[src/rtl/fp16_mac_sched.sv]
// fp16_mac_sched: round-robin scheduler feeding two requesters' dot-product jobs into one shared fp16 MAC.
// Optional build macro: FP16_SCHED_ZERO_SKIP_EN (pairs with a +/-0 operand are counted but not issued).
// Ports:
//   clk83, reset_n83          clock, synchronous active-low reset
//   req_valid83/req_len83     per-requester job request and length (LEN_W bits each)
//   req_grant83               one-cycle job accept pulse
//   op_valid83/op_ready83     per-requester operand pair handshake, op_a83/op_b83 packed 16 bits per requester
//   res_valid83/res83/res_ack83  result handshake towards the owning requester
//   mac_clr83/mac_start83     accumulator clear and operand issue pulses, mac_a83/mac_b83 operands
//   mac_done83/mac_ans83      MAC completion and running result
//   busy83, err_timeout83     not-idle status, sticky MAC timeout flag
module fp16_mac_sched #(
  parameter int LEN_W   = 4,
  parameter int TIMEOUT = 64
) (
  input  logic               clk83,
  input  logic               reset_n83,
  input  logic [1:0]         req_valid83,
  input  logic [2*LEN_W-1:0] req_len83,
  output logic [1:0]         req_grant83,
  input  logic [1:0]         op_valid83,
  input  logic [31:0]        op_a83,
  input  logic [31:0]        op_b83,
  output logic [1:0]         op_ready83,
  output logic [1:0]         res_valid83,
  output logic [15:0]        res83,
  input  logic [1:0]         res_ack83,
  output logic               mac_clr83,
  output logic               mac_start83,
  output logic [15:0]        mac_a83,
  output logic [15:0]        mac_b83,
  input  logic               mac_done83,
  input  logic [15:0]        mac_ans83,
  output logic               busy83,
  output logic               err_timeout83
);
  localparam logic [2:0] IDLE  = 3'd0;
  localparam logic [2:0] CLEAR = 3'd1;
  localparam logic [2:0] ISSUE = 3'd2;
  localparam logic [2:0] WAIT  = 3'd3;
  localparam logic [2:0] RESP  = 3'd4;
  localparam int TW = $clog2(TIMEOUT + 1);
  logic [2:0] state_q, state_d;
  logic g_q, g_d, last_q, last_d;
  logic [LEN_W-1:0] len_q, len_d, cnt_q, cnt_d, cnt_inc;
  logic [TW-1:0] tmr_q, tmr_d;
  logic [15:0] res_q, res_d, a_q, a_d, b_q, b_d, opa, opb;
  logic [1:0] grant_q, grant_d, ready_q, ready_d, valid_q, valid_d;
  logic clr_q, clr_d, start_q, start_d, busy_q, busy_d, err_q, err_d;
  logic pick, last_pair, skip;
  always_comb begin
    pick      = &req_valid83 ? ~last_q : req_valid83[1];
    opa       = g_q ? op_a83[31:16] : op_a83[15:0];
    opb       = g_q ? op_b83[31:16] : op_b83[15:0];
    cnt_inc   = cnt_q + 1'b1;
    last_pair = cnt_inc == len_q;
`ifdef FP16_SCHED_ZERO_SKIP_EN
    skip      = opa[14:0] == 15'd0 || opb[14:0] == 15'd0;
`else
    skip      = 1'b0;
`endif
    state_d = state_q;
    g_d     = g_q;
    last_d  = last_q;
    len_d   = len_q;
    cnt_d   = cnt_q;
    tmr_d   = tmr_q;
    res_d   = res_q;
    a_d     = a_q;
    b_d     = b_q;
    err_d   = err_q;
    grant_d = 2'b00;
    clr_d   = 1'b0;
    start_d = 1'b0;
    case (state_q)
      IDLE: if (|req_valid83) begin
        g_d     = pick;
        len_d   = pick ? req_len83[2*LEN_W-1:LEN_W] : req_len83[LEN_W-1:0];
        grant_d = pick ? 2'b10 : 2'b01;
        cnt_d   = '0;
        res_d   = 16'h0000;
        clr_d   = len_d != '0;
        state_d = len_d == '0 ? RESP : CLEAR;
      end
      CLEAR: begin
        cnt_d   = '0;
        res_d   = 16'h0000;
        state_d = ISSUE;
      end
      ISSUE: if (op_valid83[g_q]) begin
        if (skip) begin
          cnt_d   = cnt_inc;
          state_d = last_pair ? RESP : ISSUE;
        end else begin
          a_d     = opa;
          b_d     = opb;
          start_d = 1'b1;
          tmr_d   = '0;
          state_d = WAIT;
        end
      end
      WAIT: if (mac_done83) begin
        res_d   = mac_ans83;
        cnt_d   = cnt_inc;
        state_d = last_pair ? RESP : ISSUE;
      end else if (tmr_q == TW'(TIMEOUT - 1)) begin
        res_d   = 16'h7E00;
        err_d   = 1'b1;
        state_d = RESP;
      end else begin
        tmr_d   = tmr_q + 1'b1;
      end
      RESP: if (res_ack83[g_q]) begin
        last_d  = g_q;
        state_d = IDLE;
      end
      default: state_d = IDLE;
    endcase
    // Handshake outputs are registered, so they follow the state being entered.
    ready_d = state_d == ISSUE ? (g_d ? 2'b10 : 2'b01) : 2'b00;
    valid_d = state_d == RESP ? (g_d ? 2'b10 : 2'b01) : 2'b00;
    busy_d  = state_d != IDLE;
  end
  always_ff @(posedge clk83) begin
    if (!reset_n83) begin
      state_q <= IDLE;
      g_q     <= 1'b0;
      last_q  <= 1'b1;
      len_q   <= '0;
      cnt_q   <= '0;
      tmr_q   <= '0;
      res_q   <= 16'h0000;
      a_q     <= 16'h0000;
      b_q     <= 16'h0000;
      grant_q <= 2'b00;
      ready_q <= 2'b00;
      valid_q <= 2'b00;
      clr_q   <= 1'b0;
      start_q <= 1'b0;
      busy_q  <= 1'b0;
      err_q   <= 1'b0;
    end else begin
      state_q <= state_d;
      g_q     <= g_d;
      last_q  <= last_d;
      len_q   <= len_d;
      cnt_q   <= cnt_d;
      tmr_q   <= tmr_d;
      res_q   <= res_d;
      a_q     <= a_d;
      b_q     <= b_d;
      grant_q <= grant_d;
      ready_q <= ready_d;
      valid_q <= valid_d;
      clr_q   <= clr_d;
      start_q <= start_d;
      busy_q  <= busy_d;
      err_q   <= err_d;
    end
  end
  assign req_grant83   = grant_q;
  assign op_ready83    = ready_q;
  assign res_valid83   = valid_q;
  assign res83         = res_q;
  assign mac_clr83     = clr_q;
  assign mac_start83   = start_q;
  assign mac_a83       = a_q;
  assign mac_b83       = b_q;
  assign busy83        = busy_q;
  assign err_timeout83 = err_q;
endmodule

[config.mk]
export PLATFORM = sky130hd
export DESIGN_NAME = fp16_mac_sched
export DESIGN_NICKNAME = d
export VERILOG_FILES = /design/src/rtl/fp16_mac_sched.sv
export SDC_FILE = /design/constraint.sdc
export NUM_CORES = 1
export LEC_CHECK = 0
export BUFFER_PORTS_ARGS = -buffer_cell sky130_fd_sc_hd__buf_4
export CORE_UTILIZATION = 43
export CTS_CLUSTER_DIAMETER = 50
export DETAILED_ROUTE_END_ITERATION = 8
export PLACE_DENSITY_LB_ADDON = 0.05
export RECOVER_POWER = 50
export SYNTH_ARGS = -nofsm -noshare
export SYNTH_HDL_FRONTEND = slang
export SYNTH_SLANG_ARGS = --single-unit
[constraint.sdc]
create_clock -name clk83 -period 1.9 [get_ports clk83]
set_clock_uncertainty 0.2 [all_clocks]
set_input_delay 0.19 -clock clk83 [delete_from_list [all_inputs] [get_ports clk83]]
set_output_delay 0.19 -clock clk83 [all_outputs]
set_load 0.02 [all_outputs]
# Word level (Yosys, flattened, before mapping)
# Index checks and enable logic that the tools add are counted.
dict set report totals {
  output_inout_bits 58
  inputBits 97
  register_bits 78
  wordCells 86
}
dict set report op_classes {
  n_mux 32
  n_eq_ne 14
  add_sub_neg 2
  n_bitwise 2
  n_lt_le_gt_ge 1
  n_reduce_logical 19
}
# op count
set ops {}
lappend ops {{$mux 16} 5}
lappend ops {{$pmux 16 s3} 1}
lappend ops {{$mux 3} 7}
lappend ops {{$mux 7} 3}
lappend ops {{$pmux 3 s5} 1}
lappend ops {{$pmux 7 s2} 1}
lappend ops {{$reduce_and 2->1} 7}
lappend ops {{$mux 4} 3}
lappend ops {{$pmux 4 s3} 1}
lappend ops {{$reduce_and 3->1} 4}
lappend ops {{$ne 2x2->1 const B} 5}
lappend ops {{$eq 3x2->1 const B} 3}
lappend ops {{$mux 1} 8}
lappend ops {{$add 7x1->7 const B} 1}
lappend ops {{$eq 7x6->1 const B} 1}
lappend ops {{$eq 3x3->1 const B} 2}
lappend ops {{$reduce_bool 3->1} 2}
lappend ops {{$add 4x1->4 const B} 1}
lappend ops {{$eq 4x4->1} 1}
lappend ops {{$logic_not 4->1} 1}
lappend ops {{$mux 2} 2}
lappend ops {{$reduce_and 4->1} 1}
lappend ops {{$reduce_bool 4->1} 1}
lappend ops {{$eq 3x1->1 const B} 1}
lappend ops {{other kinds (6)} 7}

# Depth between registers and ports, before layout
# Gate-level depths: netlist of run 1.
dict set report logic_depth {
  ltp_word 9
  depth_mapped 7
  ltp_nobuf 6
}

# Worst setup path after synthesis of run 1
# OpenSTA, ideal clock, no wires.
dict set report synth_timing {
  path_kind {reg-to-reg}
  from {register tmr_q[0]}
  to {register ready_q[0] (netlist: op_ready83[0])}
  stages_incl_launch_ff 7
  arrival_ps 1647
  setup_slack_ps -25
  setup_time_ps 78
  required_time_ps 1622
  path_buffers 0
  period_less_slack_ps 1925
  cell_sequence {dfxtp_1 ha_1 nand3_1 o31ai_4 nand2_1 or4_1 nor3_1}
}
dict set report synth_between {
  elab_chain_cells 6
}
# element line
set synth_rtl {}
lappend synth_rtl {{start: declaration} 46} ;# logic [TW-1:0] tmr_q, tmr_d;
lappend synth_rtl {{start signal: assignment} 148} ;# tmr_q <= tmr_d;
lappend synth_rtl {{$eq 7x6->1} 106} ;# end else if (tmr_q == TW'(TIMEOUT - 1)) begin
lappend synth_rtl {{$mux 3} 106}
lappend synth_rtl {{$mux 3} 102} ;# WAIT: if (mac_done83) begin
lappend synth_rtl {{$pmux 3 s5} 75} ;# case (state_q)
lappend synth_rtl {{$eq 3x2->1} 120} ;# ready_d = state_d == ISSUE ? (g_d ? 2'b10 : 2'b01) : 2'b00;
lappend synth_rtl {{$reduce_and 2->1 (no source line)} --}
lappend synth_rtl {{end signal: assignment} 153} ;# ready_q <= ready_d;
lappend synth_rtl {{end: declaration} 48} ;# logic [1:0] grant_q, grant_d, ready_q, ready_d, valid_q, valid_d;
# Every way passes these cells.
# A chain may end at the register's enable or synchronous reset.

# Worst setup path in the final report of run 1
dict set report layout_timing {
  from {register cnt_q[0]}
  to {register ready_q[1] (netlist: op_ready83[1])}
}
dict set report layout_between {
  elab_chain_cells 7
}
# element line
set layout_rtl {}
lappend layout_rtl {{start: declaration} 45} ;# logic [LEN_W-1:0] len_q, len_d, cnt_q, cnt_d, cnt_inc;
lappend layout_rtl {{start signal: assignment} 147} ;# cnt_q <= cnt_d;
lappend layout_rtl {{$add 4x1->4} 55} ;# cnt_inc = cnt_q + 1'b1;
lappend layout_rtl {{$eq 4x4->1} 56} ;# last_pair = cnt_inc == len_q;
lappend layout_rtl {{$mux 3} 105} ;# state_d = last_pair ? RESP : ISSUE;
lappend layout_rtl {{$mux 3} 102}
lappend layout_rtl {{$pmux 3 s5} 75}
lappend layout_rtl {{$eq 3x2->1} 120}
lappend layout_rtl {{$reduce_and 2->1 (no source line)} --}
# Every way passes these cells.

==> results.py, run 1 <==
metrics = {
    "detailed_routing": {
        "ant_nets": 0,
        "num_vias": 3658,
        "dr.first_iter.drc_count": 101,
        "wire_per_inst_um": 15.2,
        "drc": 0,
        "wl_mm": 10.9,
        "drt_pass1_iterations": 4,
        "via_per_inst": 5.12,
    },
    "global_route": {
        "grt_start_max_net_pins": 27,
        "antenna_found_initial": 0,
        "grt_pass1_vias": 3707,
        "grt_pass1_wl_mm": 17.2,
        "grt.overflow.total": 0,
        "grtUsageTotal_pct": 25.4,
    },
    "outcome": {
        "violations": "negative setup slack",
        "status": "finished, violations left",
    },
    "cts": {
        "clockBufferDepth": 2,
        "cts_sinks": 78,
        "root_buffer": "clkbuf_8",
        "cts_tree": "built",
        "cts_inserted_buffers": 9,
        "clkTransAtPathRegs_ps": 80,
        "worstSkewPairLatency_ps": 350,
        "h-tree-depth": 3,
    },
    "yosys": {
        "synth_ff_type": "dfxtp_1",
        "syn-num-nets": 460,
        "async_reset_ff_share_pct": 0,
        "netlist_area_um2": 3520,
        "avgSynthCellArea_um2": 9.74,
        "ys_ff_latch": 78,
        "yosysWarnings": 0,
        "synth.distinct_cells": 47,
        "postSynthCellCount": 361,
        "synth_edf_count": 0,
        "seq_area_frac_synth_pct": 44.4,
    },
    "sta": {
        "rsz0062_at_grt": "true",
        "slew_headroom_pct": 72.2,
        "setup_viol": 2,
        "post-route-period-util_pct": 103,
        "whs_ps": 8.63,
        "worst_pin_slew_ps": 414,
        "layout_setup_ws_ps": -66.4,
        "finalHoldViolCount": 0,
        "report.final.slew_viol_count": 0,
        "fmax_mhz": 509,
        "min_period_ps": 1970,
    },
    "layout": {
        "drive_gt1_share_pct": 27.8,
        "multi_input_area_um2": 1950,
        "postLayoutCellArea_um2": 5850,
        "diodes": 0,
        "syn_to_final_growth_pct": 66.4,
        "fill_cells": 580,
        "regArea_um2": 1570,
        "nets": 706,
    },
    "place": {
        "portBuffers": 154,
        "gp_congestion": 0.802,
        "dp_hpwl_mm": 6.65,
        "place_area_um2": 4980,
    },
    "setup_path": {
        "worstSetupPathType": "register to register",
        "start_kind": "register",
        "worstPathArrival_ps": 2030,
        "rrSetupSlack_ps": -70,
        "cp_max_fo": 3,
        "cp-end-kind": "register",
        "cp_data_required_time_ps": 1970,
    },
    "floorplan": {
        "core_area_um2": 7810,
        "initial_core_util_pct": 45.0,
        "ioPinCount": 155,
        "die_w_um": 92.4,
        "num_rows": 32,
        "die_area_um2": 8550,
        "die_height_um": 92.4,
    },
    "run": {
        "drv_cap": 0,
    },
    "power": {
        "p_per_area_nw_per_um2": 720,
        "vdd_ir_drop_max_v": 0.000348,
        "leakage_nw": 2.74,
        "total_power_mw": 4.21,
    },
    "hold_path": {
        "hp-class": "input port to register",
    },
}
[kinds of logic after synthesis]
kind of cell	count (synthesis)	synth area share, %
AND/OR/NAND/NOR	113	15.5
AO/OA/AOI/OAI	89	21.6
flip-flops	78	44.4
multiplexers	39	11.2
buffers and inverters	30	4.09
XOR/XNOR	10	2.49
adder cells (fa/ha/maj)	2	0.711
[registers in the layout (all words and copies together), names as in the netlist]
| signal | cells |
|---|---|
| mac_a83 | 16 |
| mac_b83 | 16 |
| res83 | 16 |
| tmr_q | 7 |
| cnt_q | 4 |
| len_q | 4 |
| state_q | 3 |
| op_ready83 | 2 |
| req_grant83 | 2 |
| res_valid83 | 2 |
| busy83 | 1 |
| err_timeout83 | 1 |
| g_q | 1 |
| last_q | 1 |
| mac_clr83 | 1 |
| mac_start83 | 1 |
[stage by stage]
stage               setup TNS (ps)  setup WS (ps)  util, %  instances
floorplan                    -18.6          -9.31        -        361
global route                  -658           -115     75.0        714
global placement             -74.1          -37.2     63.8        622
detailed placement            -139          -85.7     63.8        622
finish                        -128          -66.4     75.0        714
CTS                          -39.1          -39.1     76.8        713
[worst paths after layout]
| check | start | endpoint | depth (start not counted) |
|---|---|---|---|
| max reg2reg | cnt_q[0]$_SDFFE_PN0P_ | op_ready83[1]$_SDFF_PN0_ | 6 |
| max | cnt_q[0]$_SDFFE_PN0P_ | op_ready83[1]$_SDFF_PN0_ | 6 |
| min | op_a83[31] | mac_a83[15]$_SDFFE_PN0P_ | 4 |
| min reg2reg | res83[9]$_SDFFE_PN0P_ | res83[9]$_SDFFE_PN0P_ | 2 |
[timing repair]
action                                  4_1_cts  5_1_grt
pin swaps                                     3        2
hold buffers                                 74        1
endpoints found under the setup margin        3       14
setup buffers                                 1        0
gates resized for setup                      12       15
hold endpoints to repair                     49        1
[placed cells by master, fill, tap and decap left out, drive strengths merged, types with 2 or more instances in the layout]
| cell type | netlist | routed |
|---|---|---|
| nor3 | 8 | 8 |
| nand2 | 57 | 57 |
| dfxtp | 78 | 78 |
| a21boi | 11 | 11 |
| and2 | 2 | 2 |
| o21ai | 7 | 7 |
| clkbuf | 11 | 72 |
| xnor2 | 5 | 5 |
| nor4 | 2 | 2 |
| dlygate4sd3 | 0 | 75 |
| nor3b | 2 | 2 |
| a22oi | 12 | 12 |
| or3 | 2 | 2 |
| a31oi | 2 | 2 |
| a21oi | 3 | 3 |
| o31ai | 2 | 2 |
| o211ai | 7 | 7 |
| o211a | 39 | 39 |
| nor2b | 13 | 13 |
| and3 | 4 | 4 |
| inv | 3 | 5 |
| buf | 15 | 125 |
| ha | 2 | 2 |
| nor2 | 12 | 12 |
| mux2i | 38 | 38 |
| clkinv | 1 | 3 |
| nand3 | 5 | 5 |
| xor2 | 5 | 5 |
[power breakdown]
part | leakage (nW) | internal (mW) | total, mW | switching [mW]
Sequential | 0.636 | 1.74 | 1.81 | 0.0656
Clock | 0.111 | 0.693 | 1.33 | 0.636
Combinational | 1.99 | 0.552 | 1.08 | 0.525
[layout make-up]
class	instances	area share (%)
clock buffer	11	2.59
clock inverter	5	1.11
inverter	4	0.257
multi-input combinational	253	33.3
sequential	78	26.8
tap	102	2.18
timing repair buffer	261	33.8
[layer usage]
metal  global-route usage (%)  share of wire (%)
met5                        0                  0
met4                     8.98                1.6
met3                     6.32                5.8
met2                     46.3                 52
met1                     28.3                 40
[critical path, cell delays in order, from the launching register on]
cell and delay [ps]:
dfxtp_2 340, ha_4 280, xor2_2 150, nor3_2 70, and4_4 160, or4_4 570, nor3_2 120
[cell usage after synthesis (2+ instances only)]
master,number,area share [%]
dfxtp_1,78,44
nand2_1,57,6.1
o211a_1,39,11
mux2i_1,37,11
nor2b_1,13,2.3
a22oi_1,12,2.6
nor2_1,12,1.3
a21boi_0,11,2.3
clkbuf_1,11,1.2
buf_2,10,1.4
nor3_1,7,1.0
o211ai_1,7,1.5
o21ai_0,7,1.0
nand3_1,5,0.71
xnor2_1,5,1.2
xor2_1,5,1.2
and3_1,4,0.71
a21oi_1,3,0.43
buf_4,3,0.64
inv_1,3,0.32
a31oi_1,2,0.36
and2_1,2,0.36
ha_1,2,0.71
nor3b_1,2,0.43
nor4_1,2,0.36
Note: power is estimated with default switching activity, not from simulation.
==> run 2, diff against run 1 <==
--- a/config.mk
+++ b/config.mk
@@ -6,6 +6,7 @@
 export NUM_CORES = 1
 export LEC_CHECK = 0
 export BUFFER_PORTS_ARGS = -buffer_cell sky130_fd_sc_hd__buf_4
+export CORE_MARGIN = 3
 export CORE_UTILIZATION = 43
 export CTS_CLUSTER_DIAMETER = 50
 export DETAILED_ROUTE_END_ITERATION = 8
==> run 2 against run 1 <==
Net effect: the run now ends clean; worst hold slack improved by 0.93 ps; global-route usage decreased by 3.8 points; cell area decreased by 3.5%; largest power group unchanged; combinational power about the same; first-iteration DRC count increased by 4.0%; clock power decreased by 5%; count of clock-buffer cells in the layout decreased by 1.
==> results.py, run 2 (same netlist as run 1, synthesis figures left out) <==
metrics = {
    "setup_path": {
        "worstPathArrival_ps": 1960,
        "worst-path-buf-inv": 0,
        "cp_max_fo": 2,
        "crit_chain": "ha_4 -> xor2_2 -> nor3_2 -> and4_4 -> or4_4 -> nor3_2",
        "cp_data_required_time_ps": 1960,
        "worstSetupPathType": "register to register",
        "rrSetupSlack_ps": 4,
        "critPathMaxStageDelay_ps": 500,
        "ff2ff_path_depth": 6,
        "cpMostUsedCell": "nor3_2",
        "reg2reg_to": "op_ready83[1]$_SDFF_PN0_",
        "slowest_stage": "or4_4",
        "cp-end-kind": "register",
        "cp_top_family": "simple AND/OR/NAND/NOR gates",
        "timing.rr.start": "cnt_q[1]$_SDFFE_PN0P_",
        "start_kind": "register",
    },
    "cts": {
        "clkTransAtPathRegs_ps": 90,
        "root_buffer": "clkbuf_8",
        "cts_tree": "built",
        "clockBufferDepth": 2,
        "worstSkewPairLatency_ps": 330,
        "h-tree-depth": 3,
        "cts_inserted_buffers": 9,
        "cts_sinks": 78,
    },
    "place": {
        "dp_hpwl_mm": 6.81,
        "gp_congestion": 0.849,
        "portBuffers": 154,
    },
    "sta": {
        "min_period_ps": 1900,
        "setup_viol": 0,
        "finalSetupTns_ps": 0,
        "rsz0062_at_grt": "true",
        "slew_headroom_pct": 75.2,
        "finalHoldViolCount": 0,
        "report.final.slew_viol_count": 0,
        "fmax_mhz": 527,
        "worst_pin_slew_ps": 371,
        "post-route-period-util_pct": 99.8,
    },
    "power": {
        "p_per_area_nw_per_um2": 734,
        "leakage_nw": 2.64,
        "total_power_mw": 4.15,
        "vdd_ir_drop_max_v": 0.000423,
    },
    "outcome": {
        "status": "finished, final reports clean",
    },
    "hold_path": {
        "hold_end": "mac_a83[8]$_SDFFE_PN0P_",
        "min_path_cells": 4,
        "hp-class": "input port to register",
        "hold_start": "op_a83[24]",
    },
    "global_route": {
        "grt_pass1_wl_mm": 15.8,
        "use_met3_pct": 6.27,
        "gr-usage-met1_pct": 25.5,
        "use_met2_pct": 37.5,
        "grt_busiest_layer": "met2",
        "grtUsageTotal_pct": 21.5,
        "antenna_found_initial": 0,
        "grt_start_max_net_pins": 37,
        "grt.overflow.total": 0,
        "grt_pass1_vias": 3458,
    },
    "layout": {
        "drive_gt1_share_pct": 30.9,
        "syn_to_final_growth_pct": 60.5,
        "nets": 680,
        "final_common_cell": "buf_4",
        "diodes": 0,
        "mostFrequentLayoutCells": "buf_4, dfxtp_1, clkbuf_1, nand2_1, dlygate4sd3_1",
        "fill_cells": 627,
    },
    "detailed_routing": {
        "dr.first_iter.drc_count": 105,
        "num_vias": 3523,
        "ant_nets": 0,
        "wl_mm": 10.7,
        "via_per_inst": 5.12,
        "drc": 0,
        "drt_pass1_iterations": 5,
        "wire_per_inst_um": 15.5,
    },
    "floorplan": {
        "die_w_um": 96.4,
        "die_height_um": 96.4,
        "core_area_um2": 7850,
        "ioPinCount": 155,
        "die_area_um2": 9300,
        "num_rows": 32,
        "initial_core_util_pct": 44.8,
    },
    "run": {
        "drv_cap": 0,
    },
}
[run 2: cell count changes in the layout (fill, tap and decap cells not counted), moves of 2 or more]
cell,delta
a22oi_1,-6
a22oi_2,+6
dfxtp_4,+2
buf_4,+3
dfxtp_1,-3
clkbuf_16,+2
dlygate4sd3_1,-28
[run 2: area by class of cell]
type / instances / area [um^2] / share of cell area [%]
sequential: 78 / 1580 / 27.9
multi-input combinational: 253 / 1970 / 34.9
clock buffer: 10 / 138 / 2.44
clock inverter: 6 / 68.8 / 1.22
inverter: 4 / 15.0 / 0.266
tap: 102 / 128 / 2.26
timing repair buffer: 235 / 1750 / 31.0
[run 2: worst max-delay path by stage]
stage | from | end | slack, ps | depth (start not counted)
after CTS | cnt_q[1]$_SDFFE_PN0P_ | op_ready83[1]$_SDFF_PN0_ | -60 | 6
after global routing | cnt_q[1]$_SDFFE_PN0P_ | op_ready83[1]$_SDFF_PN0_ | -60 | 6
after global placement | cnt_q[1]$_SDFFE_PN0P_ | res_valid83[1]$_SDFF_PN0_ | -30 | 7
final | cnt_q[1]$_SDFFE_PN0P_ | op_ready83[1]$_SDFF_PN0_ | 4 | 6
after floorplan | cnt_q[0]$_SDFFE_PN0P_ | op_ready83[0]$_SDFF_PN0_ | -9 | 6
after detailed placement | cnt_q[1]$_SDFFE_PN0P_ | res_valid83[1]$_SDFF_PN0_ | -100 | 7
[run 2: power by group]
group	internal, mW	switching, mW	leakage [nW]
Combinational	0.546	0.519	1.90
Sequential	1.74	0.0703	0.638
Clock	0.650	0.622	0.103
[run 2: tightest hold or removal path: cells and delay by family]
kind                   cells  cell delay (ps)
AOI/OAI and AO/OA          1              130
buffers and inverters      1               80
and+or+nand+nor            1               60
muxes                      1               50
[run 2: what timing repair did]
item | CTS | global route
hold buffers | 47 | 0
cloned | 0 | 1
pin swaps | 3 | 5
hold endpoints to repair | 34 | 0
gates resized for setup | 10 | 29
setup buffers | 0 | 7
setup endpoints to repair | 6 | 31
[run 2: layer usage]
| metal | vias to the layer above | wire, um |
|---|---|---|
| met1 | 1653 | 4430 |
| met3 | 4 | 792 |
| li1 | 1742 | - |
| met4 | 0 | 68 |
| met5 | - | 0 |
| met2 | 124 | 5370 |
[run 2: metrics by stage]
stage | setup slack [ps] | std cells | hold WS (ps) | instance area [um^2] | util, %
finish | 4.13 | 688 | 9.56 | 5650 | 72.0
global route | -59.3 | 688 | 8.12 | 5650 | 72.0
CTS | -56.5 | 680 | 0.362 | 5660 | 72.1
detailed placement | -105 | 617 | 258 | 4940 | 63.0
global placement | -26.3 | 617 | 250 | 4940 | 63.0
floorplan | -9.31 | 361 | 175 | 3520 | -
